[config.mk]
export PLATFORM = sky130hd
export DESIGN_NAME = fetch_controller
export DESIGN_NICKNAME = d
export VERILOG_FILES = /design/src/rtl/fetch_controller.sv
export SDC_FILE = /design/constraint.sdc
export NUM_CORES = 1
export LEC_CHECK = 0
export ABC_AREA = 1
export BUFFER_PORTS_ARGS = -buffer_cell sky130_fd_sc_hd__buf_4
export CORE_ASPECT_RATIO = 0.8
export CORE_MARGIN = 8
export CORE_UTILIZATION = 30
export CTS_CLUSTER_SIZE = 14
export DETAILED_ROUTE_END_ITERATION = 12
export GPL_ROUTABILITY_DRIVEN = 0
export MAX_ROUTING_LAYER = met4
export PLACE_DENSITY = 0.59
export SYNTH_ARGS = -nofsm -noshare
export SYNTH_HDL_FRONTEND = slang
export SYNTH_SLANG_ARGS = --single-unit
export TNS_END_PERCENT = 100
[constraint.sdc]
create_clock -name clk -period 3.2 [get_ports clk]
set_input_delay 0 -clock clk [delete_from_list [all_inputs] [get_ports clk]]
set_output_delay 0 -clock clk [all_outputs]
set_load 0.02 [all_outputs]
[src/rtl/fetch_controller.sv]
// Program-counter and fetch sequencer feeding decode from program_memory.
// Issues one read per cycle under a credit rule and buffers returns in a small FIFO.
module fetch_controller #(
    parameter int unsigned       ADDR_W     = 5,
    parameter int unsigned       DATA_W     = 32,
    parameter int unsigned       FIFO_DEPTH = 2,
    parameter logic [ADDR_W-1:0] RESET_PC   = '0
) (
    input  logic              clk,
    input  logic              rst_n,
    input  logic              enable,
    input  logic              branch_valid,
    input  logic [ADDR_W-1:0] branch_target,
    output logic [ADDR_W-1:0] pm_address,
    output logic              pm_rd,
    input  logic [DATA_W-1:0] pm_inst,
    output logic              if_valid,
    input  logic              if_ready,
    output logic [DATA_W-1:0] if_inst,
    output logic [ADDR_W-1:0] if_pc
);

    localparam int unsigned PW = (FIFO_DEPTH > 1) ? $clog2(FIFO_DEPTH) : 1;
    localparam int unsigned CW = $clog2(FIFO_DEPTH + 1);

    logic [ADDR_W-1:0] pc;
    logic [ADDR_W-1:0] issued_addr;
    logic              pending;
    logic [CW-1:0]     count;
    logic [PW-1:0]     rd_ptr;
    logic [PW-1:0]     wr_ptr;
    logic [ADDR_W-1:0] fifo_pc   [FIFO_DEPTH];
    logic [DATA_W-1:0] fifo_inst [FIFO_DEPTH];

    logic              pop;
    logic              push;
    logic              issue;
    logic [CW:0]       occupancy;

    // Credit counts buffered entries plus the in-flight read, less this cycle's pop.
    always_comb begin
        if_valid  = (count != '0) && !branch_valid;
        pop       = if_valid && if_ready;
        push      = pending && !branch_valid;
        occupancy = (CW+1)'(count) + (CW+1)'(pending) - (CW+1)'(pop);
        issue     = rst_n && enable && !branch_valid
                    && (occupancy < (CW+1)'(FIFO_DEPTH));
    end

    assign pm_rd      = issue;
    assign pm_address = pc;
    assign if_inst    = fifo_inst[rd_ptr];
    assign if_pc      = fifo_pc[rd_ptr];

    always_ff @(posedge clk or negedge rst_n) begin
        if (!rst_n) begin
            pc          <= RESET_PC;
            issued_addr <= '0;
            pending     <= 1'b0;
            count       <= '0;
            rd_ptr      <= '0;
            wr_ptr      <= '0;
        end else if (branch_valid) begin
            pc      <= branch_target;
            pending <= 1'b0;
            count   <= '0;
            rd_ptr  <= '0;
            wr_ptr  <= '0;
        end else begin
            pending <= issue;
            if (issue) begin
                pc          <= pc + 1'b1;
                issued_addr <= pc;
            end
            if (push) wr_ptr <= wr_ptr + PW'(1);
            if (pop)  rd_ptr <= rd_ptr + PW'(1);
            if (push && !pop)      count <= count + CW'(1);
            else if (!push && pop) count <= count - CW'(1);
        end
    end

    always_ff @(posedge clk or negedge rst_n) begin
        if (!rst_n) begin
            for (int unsigned i = 0; i < FIFO_DEPTH; i++) begin
                fifo_pc[i]   <= '0;
                fifo_inst[i] <= '0;
            end
        end else if (push) begin
            fifo_pc[wr_ptr]   <= issued_addr;
            fifo_inst[wr_ptr] <= pm_inst;
        end
    end

    fifo_overflow: assert property (@(posedge clk) disable iff (!rst_n)
        !(push && !pop && count == CW'(FIFO_DEPTH)));

endmodule

==> summary.md, run 1 <==
| Metric | Value |
|---|---|
| # setup viols final | `0` |
| Outcome | `completed` |
| YS warnings | `0` |
| Endpoints failing hold | `0` |
| Crit end category | `primary output` |
| # DRC | `0` |
| Synth area leaders | `dfrtp_1 52%, nand2_1 11%, o21ai_2 10%` |
| Setup TNS | `0 ns` |
| Initial DRC Count | `about 210` |
| Max clock buf depth | `2` |
| IO Count | `86` |
| Most numerous cell in the Yosys netlist | `nand2_1` |
| Port Buffers | `85` |
| Min cycle time layout | `slightly below 3 ns` |
| Routed via count | `3217` |
| Post-synth net total | `approximately 480` |
| Critical path's top delay family | `simple AND/OR/NAND/NOR gates` |
| TritonCTS Buffers | `9` |
| Worst-Skew Late Latency | `0.34 ns` |
| Gr ovfl total | `0` |
| Leak | `~2.9 nW` |
| Hold Path Class | `input port to register` |
| Post-Synthesis Cells | `around 430` |
| Final Power | `~4.2 mW` |
| Worst slew pin tran | `roughly 1 ns` |
| Root Buffer Master | `clkbuf_16` |
| Clk_skew | `between 0.006 and 0.007 ns` |
| Max-cap viol count | `0` |
| Die H | `~120 microns` |
| VDD IR max | `between 0.3 and 0.4 mV` |
| H-tree depth | `3` |
| Async S/R FF share, synth | `100.0%` |
| Die ar. | `0.01837 sq mm` |
| First-pass GRT wire length | `about 16000 microns` |
| DR WL/cell | `around 13 microns` |
| CP Buf/Inv Count | `3` |
| Antenna violations before repair | `0` |
| Core Area | `0.01410 sq mm` |
| Num rows | `39` |
| Synth top area share | `between 50% and 60%` |
| Fin crit share | `93.12%` |
| Pre-CTS WS | `approximately 0.51 ns` |
| Area growth syn-to-layout | `32.88%` |
| PnR worst setup slack | `between 0.2 and 0.25 ns` |
| Layout cells sized above 1 | `a little over a third` |
| Peak Freq | `335.6 MHz` |
| GRT Total Usage | `a little under an eighth` |
| Post-DRT Antenna Nets | `0` |
| Number of synthesized flops with an enable pin | `0` |
| Vias in the first global route | `between 3k and 4k` |
| Critical path cell sequence | `inv_1 > nand2_1 > nand3_1 > inv_1 > ha_1 > or2_2 > fa_1 > nand4_1 > nor2_4 > buf_4` |
| R2R setup slack | `~0.52 ns` |
| # nets final | `~590` |
| Pwr dens | `between 700 and 800 mW/mm^2` |
| Post-CTS Setup Repair Bufs | `0` |
| RSZ-0062 raised after global routing | `no` |
| TritonCTS clock tree | `yes` |
| Post-DP HPWL | `between 6000 and 7000 microns` |
| Clk sinks | `89` |
| Relative slew margins | `roughly a third` |
| Leading post-synthesis cells by instance count | `120 x nand2_1, 89 x dfrtp_1, 49 x o21ai_2` |
| Netlist cell types | `20` |
| Leading register cell type out of synthesis | `dfrtp_1` |
| Largest net degree at the start of global routing | `75` |
| Via density | `4.371` |
| Max-slew violations | `0` |
| #FFs+latches synth | `89` |
| Critical Path Start Type | `register` |
| CTS resizes | `0` |
| Cell taking the most area after synthesis | `dfrtp_1` |
| Clock transition at the registers of the reported paths | `roughly 0.060 ns` |
| CP peak stage delay | `around 0.51 ns` |
| Antenna cells | `0` |
| Worst EP arrival | `2.98 ns` |
| Critical Path Fanout Max | `10` |
| Area of the mapped netlist | `0.004282 sq mm` |
| Drt pass-1 iters | `4` |
| Slowest library cell on the worst path | `fa_1` |
| Post-Route WL | `slightly below 10000 microns` |
| DIE WIDTH | `about 150 microns` |
| CP Class | `register to primary output` |
| Initial Util | `30.36%` |
| Post-synthesis sequential area ratio | `52.02%` |
| Syn_area_per_cell | `about 9.9 sq um` |
| Most used cell along the critical path | `inv_1` |
| CP required | `~3.2 ns` |
## registers in the layout, summed over array words and instances (netlist names)
register,flops
fifo_inst,64
issued_addr,5
pending,1
fifo_pc,10
rd_ptr,1
count,2
pm_address,5
wr_ptr,1
## metrics by stage
step	util [%]	cells	instance area, sq um	hold WS (ns)
global placement	35.32	679	4981	0.02813
detailed placement	35.32	679	4981	0.03720
global route	40.34	736	5689	0.04740
finish	40.34	736	5689	0.02636
floorplan	-	431	4282	-0.2956
CTS	40.34	736	5689	0.005967
## layer usage
layer	global-route usage [%]	up-vias	part of all wire, %
met5	-	-	0
met4	4.279	0	1.6
met3	3.574	12	5.4
met2	18.06	65	47
met1	13.70	1520	46
li1	-	1620	-
## cell families after synthesis
kind of cell	count (synthesis)	synth area share (%)
simple gates	149	14.32
fa+ha+maj	3	1.052
compound gates	82	13.88
flops	89	52.02
buf+inv	71	9.000
mux	37	9.731
## worst register-to-register path, stage by stage (launching register included)
cell,delay [ns]
dfrtp_1,0.45
inv_1,0.12
nand2_1,0.11
nand3_1,0.16
inv_1,0.07
ha_1,0.28
or2_2,0.31
fa_1,0.51
nand4_1,0.17
nor2_4,0.26
o21ai_0,0.11
## cells in the final DEF, fill, tap and decap left out, types with 2 or more instances in the layout
| master | synthesis | layout |
|---|---|---|
| clkbuf_16 | 0 | 9 |
| mux2_2 | 37 | 37 |
| buf_4 | 2 | 86 |
| dfrtp_1 | 89 | 88 |
| o21ai_2 | 49 | 49 |
| o21ai_1 | 16 | 16 |
| dlygate4sd3_1 | 0 | 41 |
| inv_1 | 47 | 47 |
| nand3_1 | 15 | 15 |
| clkinvlp_4 | 0 | 2 |
| nor2_1 | 4 | 4 |
| or2_2 | 2 | 2 |
| nor2_4 | 2 | 2 |
| nand4_1 | 4 | 4 |
| o21ai_0 | 17 | 17 |
| nand2_1 | 120 | 119 |
| nand2_2 | 2 | 2 |
| clkinv_2 | 0 | 2 |
| ha_1 | 2 | 2 |
## where the power goes
| group | leakage (nW) | switching (mW) | internal [mW] | total (mW) |
|---|---|---|---|---|
| combinational | 1.54 | 0.808 | 0.738 | 1.55 |
| sequential | 1.18 | 0.230 | 1.42 | 1.65 |
| clock | 0.142 | 0.424 | 0.623 | 1.05 |
## final timing paths
check                              start        endpoint  cells after the start
min in group asynchronous          rst_n   fifo_inst[41]                      2
min                               enable         pending                      3
max                             count[1]           pm_rd                     10
max in group asynchronous          rst_n    fifo_inst[8]                      3
max reg2reg                     count[1]  issued_addr[2]                     10
min reg2reg                fifo_inst[27]   fifo_inst[27]                      2
## what timing repair did
item / CTS / global route
hold endpoints to repair: 110 / 0
hold buffers: 41 / 0
setup endpoints to repair: 0 / 0
## layout make-up
| class | instances | area (sq um) |
|---|---|---|
| Fill cell | 1369 | 8413 |
| Sequential cell | 89 | 2228 |
| Multi-Input combinational cell | 271 | 1677 |
| Timing Repair Buffer | 128 | 1076 |
| Clock buffer | 11 | 242.7 |
| Tap cell | 184 | 230.2 |
| Inverter | 48 | 180.2 |
| Clock inverter | 5 | 55.05 |
No activity file was read; power rests on OpenSTA's default activity.
==> run 2: changes to the inputs <==
Settings changed: RECOVER_POWER from default to 50, TNS_END_PERCENT 100 to default.
==> run 2 against run 1 <==
Net effect:
- the run now ends with max-capacitance violations, max-slew violations left
- cell area shrank 1.4%
- worst hold slack lost 0.0096 ns
- worst setup slack lost 0.011 ns
- first-iteration DRC count grew 3.4%
- sequential power is essentially flat
- die area is the same
- combinational power shrank 3%
- total power shrank 1.1%
- critical path type unchanged
- largest power group unchanged
==> summary.md, run 2 (synthesis results as in run 1) <==
| Metric | Value |
|---|---|
| Worst-Skew Late Latency | `0.34 ns (about the same)` |
| Reg2reg start | `count[1] (unchanged)` |
| CP required | `3.20 ns (about the same)` |
| Finished Layout Cells | `736 (unchanged)` |
| Hold Path End | `count[0] (was pending)` |
| Num rows | `39 (unchanged)` |
| # nets final | `592 (unchanged)` |
| Area growth syn-to-layout | `31.06% (was 32.88%)` |
| Post-Route WL | `9769 microns (was 9732 microns)` |
| Placed cells | `679 (unchanged)` |
| Fin crit share | `93.47% (was 93.12%)` |
| Outcome | `finished with violations (was completed)` |
| Commonest non-fill, non-tap cell in the layout | `nand2_1 (unchanged)` |
| Largest net degree at the start of global routing | `75 (unchanged)` |
| Relative slew margins | `-23.72% (was 31.72%)` |
| RSZ-0062 raised after global routing | `no (unchanged)` |
| Failing checks | `max-capacitance violations, max-slew violations` |
| Clock transition at the registers of the reported paths | `0.06 ns (about the same)` |
| Port Buffers | `85 (unchanged)` |
| Initial DRC Count | `214 (was 207)` |
| Most frequent cells in the layout | `120 x nand2_1, 89 x dfrtp_1, 79 x buf_4 (was 119 x nand2_1, 88 x dfrtp_1, 86 x buf_4)` |
| Top flop regs | `fifo_inst: 64 flops, fifo_pc: 10 flops (unchanged)` |
| TritonCTS clock tree | `yes (unchanged)` |
| TritonCTS Buffers | `9 (unchanged)` |
| Min cycle time layout | `2.991 ns (was 2.980 ns)` |
| Worst EP arrival | `2.99 ns (was 2.98 ns)` |
| PnR worst setup slack | `0.2089 ns (was 0.2201 ns)` |
| Max-cap viol count | `1 (was 0)` |
| Crit end category | `primary output (unchanged)` |
| Critical Path Start Type | `register (unchanged)` |
| Clk_skew | `0.006927 ns (was 0.006071 ns)` |
| Hold slack final | `0.01675 ns (was 0.02636 ns)` |
| Max clock buf depth | `2 (unchanged)` |
| Critical Path Fanout Max | `10 (unchanged)` |
| Final-layout fill cell count | `1391 (was 1369)` |
| Pwr dens | `748.0 mW/mm^2 (was 746.0 mW/mm^2)` |
| R2R setup slack | `0.51 ns (was 0.52 ns)` |
| # DRC | `0 (unchanged)` |
| Max-slew violations | `40 (was 0)` |
| Clk sinks | `89 (unchanged)` |
| Final Power | `4.198 mW (was 4.244 mW)` |
| Area after DPL | `0.004981 sq mm (unchanged)` |
| Setup TNS | `0 ns (unchanged)` |
| Top reg by flops | `fifo_inst (unchanged)` |
| Post-route cell area | `0.005612 sq mm (was 0.005689 sq mm)` |
| H-tree depth | `3 (unchanged)` |
| Gr ovfl total | `0 (unchanged)` |
| Reg area | `0.002227 sq mm (was 0.002228 sq mm)` |
| First-pass GRT wire length | `16300 microns (unchanged)` |
| Post-CTS Setup Repair Bufs | `0 (unchanged)` |
| HP Start | `branch_valid (was enable)` |
| Worst r2r path cells | `10 (unchanged)` |
| VDD IR max | `0.3688 mV (was 0.3684 mV)` |
| Initial Util | `30.36% (unchanged)` |
| DIE WIDTH | `149.6 microns (unchanged)` |
| Pre-CTS WS | `0.5145 ns (unchanged)` |
| DR WL/cell | `13.27 microns (was 13.22 microns)` |
| IO Count | `86 (unchanged)` |
| Hold depth | `4 (was 3)` |
| Peak Freq | `334.3 MHz (was 335.6 MHz)` |
| CP Class | `register to primary output (unchanged)` |
| Via density | `4.399 (was 4.371)` |
| CTS resizes | `0 (unchanged)` |
| Endpoints failing hold | `0 (unchanged)` |
| Vias in the first global route | `3389 (unchanged)` |
| Cts hold-fix bufs | `41 (unchanged)` |
| Reg2reg end | `issued_addr[2] (unchanged)` |
| Worst slew pin tran | `1.856 ns (was 1.024 ns)` |
| Die ar. | `0.01837 sq mm (unchanged)` |
| Root Buffer Master | `clkbuf_16 (unchanged)` |
| Post-DRT Antenna Nets | `0 (unchanged)` |
| Post-DP HPWL | `6253 microns (unchanged)` |
| Layout cells sized above 1 | `32.07% (was 35.69%)` |
| Multi-input logic area | `0.001625 sq mm (was 0.001677 sq mm)` |
| Largest register FFs | `64 (unchanged)` |
| Fin util | `39.79% (was 40.34%)` |
| # setup viols final | `0 (unchanged)` |
| Die H | `122.9 microns (unchanged)` |
| GRT Total Usage | `11.51% (unchanged)` |
| Leak | `2.827 nW (was 2.866 nW)` |
| Drt pass-1 iters | `4 (unchanged)` |
| Antenna violations before repair | `0 (unchanged)` |
| Routed via count | `3238 (was 3217)` |
| Antenna cells | `0 (unchanged)` |
| Core Area | `0.01410 sq mm (unchanged)` |
| Hold Path Class | `input port to register (unchanged)` |
[run 2: per-layer routing]
layer | track usage (%) | part of all wire, % | routed length (microns) | vias up
met5 | - | 0 | 0 | -
met2 | 18.06 | 46 | 4510 | 70
li1 | - | - | - | 1617
met4 | 4.279 | 1.6 | 155 | 0
met1 | 13.70 | 47 | 4579 | 1538
met3 | 3.574 | 5.4 | 523 | 13
[run 2: worst max-delay path by stage]
stage,endpoint,cells after the start,startpoint
6_report,pm_rd,10,count[1]
3_3_place_gp,issued_addr[1],10,count[1]
2_1_floorplan,issued_addr[0],10,count[1]
5_1_grt,pm_rd,10,count[1]
3_5_place_dp,issued_addr[2],10,count[1]
4_1_cts,pm_rd,10,count[1]
[run 2: area by class of cell]
type | count | area share (%)
multi-input combinational | 271 | 28.96
sequential | 89 | 39.69
inverter | 48 | 3.211
clock buffer | 11 | 4.326
tap | 184 | 4.103
timing repair buffer | 128 | 18.73
clock inverter | 5 | 0.9810
[run 2: worst max-delay path: stages, from the launching register on]
cell,delay [ns]
dfrtp_1,0.45
inv_1,0.12
nand2_1,0.11
nand3_1,0.16
inv_1,0.07
ha_1,0.28
or2_2,0.31
fa_1,0.51
nand4_1,0.17
nor2_4,0.27
buf_4,0.19
[run 2: power by group]
group	internal [mW]	leakage (nW)	switching, mW	total (mW)
logic	0.713	1.50	0.785	1.50
clock network	0.623	0.142	0.427	1.05
registers	1.42	1.18	0.229	1.65
total	2.76	2.83	1.44	4.20
==> run 3: changes to the inputs <==
Settings changed: PLACE_DENSITY 0.59 to 0.6.
Clock period 3.2 ns to 2.4 ns, I/O delays scaled along.
==> run 3 against run 2 <==
Net effect:
- the run ends with negative setup slack left
- wire length rose by 7.4%
- clock skew rose by 0.0013 ns
- sequential power rose by 30%
- via count rose by 4.0%
- total power rose by 40%
- global-route usage rose by 0.60 points
- sequential cell count did not move
- die area did not move
- cell area rose by 4.7%
- critical path depth did not move
==> summary.md, run 3 (synthesis results as in run 1) <==
| Metric | Value |
|---|---|
| Antenna violations before repair | `0 (unchanged)` |
| Top reg by flops | `fifo_inst (unchanged)` |
| Worst slew pin tran | `1.166 ns (was 1.856 ns)` |
| Max clock buf depth | `2 (unchanged)` |
| Num rows | `39 (unchanged)` |
| Min cycle time layout | `approximately 2.5 ns` |
| Area after DPL | `0.005064 sq mm (was 0.004981 sq mm)` |
| Post-route cell area | `0.005874 sq mm (was 0.005612 sq mm)` |
| Critical Path Start Type | `register (unchanged)` |
| Worst EP arrival | `2.46 ns (was 2.99 ns)` |
| Die ar. | `0.01837 sq mm (unchanged)` |
| CP Class | `register to primary output (unchanged)` |
| Multi-input logic area | `0.001733 sq mm (was 0.001625 sq mm)` |
| Worst r2r path cells | `12 (was 10)` |
| Core Area | `0.01410 sq mm (unchanged)` |
| Clk_skew | `0.008262 ns (was 0.006927 ns)` |
| Finished Layout Cells | `755 (was 736)` |
| Met2 wire length | `4990 microns (was 4510 microns)` |
| Port Buffers | `85 (unchanged)` |
| Relative slew margins | `22.27% (was -23.72%)` |
| Clock transition at the registers of the reported paths | `0.06 ns (about the same)` |
| CP required | `2.40 ns (was 3.20 ns)` |
| Max-slew violations | `0 (was 40)` |
| Hold Path Class | `input port to register (unchanged)` |
| Met3 routed WL | `585 microns (was 523 microns)` |
| Root Buffer Master | `clkbuf_16 (unchanged)` |
| GRT Total Usage | `12.11% (was 11.51%)` |
| Pwr dens | `997.9 mW/mm^2 (was 748.0 mW/mm^2)` |
| Initial DRC Count | `156 (was 214)` |
| Crit end category | `primary output (unchanged)` |
| Final-layout fill cell count | `1351 (was 1391)` |
| Uppermost layer routed | `met4 (unchanged)` |
| Final Power | `5.862 mW (was 4.198 mW)` |
| Hold depth | `4 (unchanged)` |
| Failing checks | `negative setup slack (was max-capacitance violations, max-slew violations)` |
| # DRC | `0 (unchanged)` |
| # setup viols final | `2 (was 0)` |
| Drt pass-1 iters | `4 (unchanged)` |
| Layout cells sized above 1 | `38.35% (was 32.07%)` |
| Routed via count | `3366 (was 3238)` |
| Post-DRT Antenna Nets | `0 (unchanged)` |
| Commonest non-fill, non-tap cell in the layout | `nand2_1 (unchanged)` |
| Fin crit share | `102.7%` |
| Critical Path Fanout Max | `2 (was 10)` |
| Clk sinks | `89 (unchanged)` |
| Top flop regs | `fifo_inst: 64 flops, fifo_pc: 10 flops (unchanged)` |
| TritonCTS Buffers | `9 (unchanged)` |
| H-tree depth | `3 (unchanged)` |
| Placed cells | `687 (was 679)` |
| Most frequent cells in the layout | `115 x nand2_1, 95 x buf_4, 89 x dfrtp_1 (was 120 x nand2_1, 89 x dfrtp_1, 79 x buf_4)` |
| Pre-CTS WS | `-0.06699 ns (was 0.5145 ns)` |
| Die H | `122.9 microns (unchanged)` |
| Post-DP HPWL | `6877 microns (was 6253 microns)` |
| # nets final | `612 (was 592)` |
| Leak | `2.946 nW (was 2.827 nW)` |
| Antenna cells | `0 (unchanged)` |
| M1 wire length | `4768 microns (was 4579 microns)` |
| Via density | `4.458 (was 4.399)` |
| Outcome | `finished with violations (unchanged)` |
| Peak Freq | `405.7 MHz` |
| Worst-Skew Late Latency | `0.33 ns (was 0.34 ns)` |
| Reg area | `0.002227 sq mm (unchanged)` |
| Largest register FFs | `64 (unchanged)` |
| Setup TNS | `-0.08426 ns (was 0 ns)` |
| Gr ovfl total | `0 (unchanged)` |
| DR WL/cell | `13.90 microns (was 13.27 microns)` |
| PnR worst setup slack | `-0.06483 ns (was 0.2089 ns)` |
| First-pass GRT wire length | `17130 microns (was 16300 microns)` |
| Endpoints failing hold | `0 (unchanged)` |
| RSZ-0062 raised after global routing | `yes (was no)` |
| Initial Util | `30.36% (unchanged)` |
| Area growth syn-to-layout | `37.20% (was 31.06%)` |
| Largest net degree at the start of global routing | `48 (was 75)` |
| TritonCTS clock tree | `yes (unchanged)` |
| Post-Route WL | `10490 microns (was 9769 microns)` |
| IO Count | `86 (unchanged)` |
| Max-cap viol count | `0 (was 1)` |
| Vias in the first global route | `3520 (was 3389)` |
| DIE WIDTH | `149.6 microns (unchanged)` |
| VDD IR max | `0.4184 mV (was 0.3688 mV)` |
## run 3: cell count changes in the layout (fill, tap and decap cells not counted), moves of 2 or more
cell / delta
o21ai_0: -14
nand2_2: +5
buf_4: +16
inv_2: +3
nor2_1: -2
nand2_1: -5
inv_1: -3
o21ai_1: +3
o21ai_2: +11
nor2_4: +2
clkinvlp_4: -2
## run 3: power by group
part	internal (mW)	switching [mW]	total [mW]
clock network	0.854	0.538	1.39
logic	1.10	1.23	2.33
registers	1.89	0.247	2.14
total	3.84	2.02	5.86
## run 3: worst paths after layout
check / startpoint / endpoint / slack, ns
worst max-delay path: count[0] / pm_rd / -0.06
worst min-delay path: branch_valid / count[0] / 0.04
worst max register to register: count[0] / issued_addr[0] / -0.02
worst min register to register: fifo_inst[28] / fifo_inst[28] / 0.48
max in group asynchronous: rst_n / fifo_inst[62] / 0.96
min in group asynchronous: rst_n / pm_address[2] / 0.11
## run 3: final cells by class
class / instances / area share [%]
flip-flops and latches: 89 / 37.91
repair buffers: 147 / 20.55
clock buffers: 12 / 4.366
well taps: 184 / 3.919
clock inverters: 3 / 0.6816
inverters: 48 / 3.067
multi-input cells: 272 / 29.50
## run 3: worst max-delay path, stage by stage, from the launching register on
cell and delay (ns):
dfrtp_1 0.39, inv_2 0.08, nand2_4 0.06, nand3_4 0.07, inv_2 0.05, ha_4 0.20
or2_4 0.23, fa_1 0.56, nand4_1 0.18, nor2_4 0.20, buf_6 0.14
## run 3: what timing repair did
action	in CTS	in global routing
hold endpoints to repair	158	0
pin swaps	6	8
gates resized for setup	3	9
hold buffers	41	0
gates cloned	0	1
setup buffers	9	3
endpoints found under the setup margin	7	11
## run 3: stage by stage
stage	hold WS (ns)	utilization, %
6_report	0.03505	41.66
5_1_grt	0.05437	41.66
4_1_cts	0.01062	41.46
3_5_place_dp	-0.1729	35.91
3_3_place_gp	-0.1714	35.91
2_1_floorplan	-0.2956	-
## run 3: layer usage
layer,track usage (%),vias up
met3,3.611,15
li1,-,1666
met2,18.85,89
met5,-,-
met1,14.92,1596
met4,3.650,0
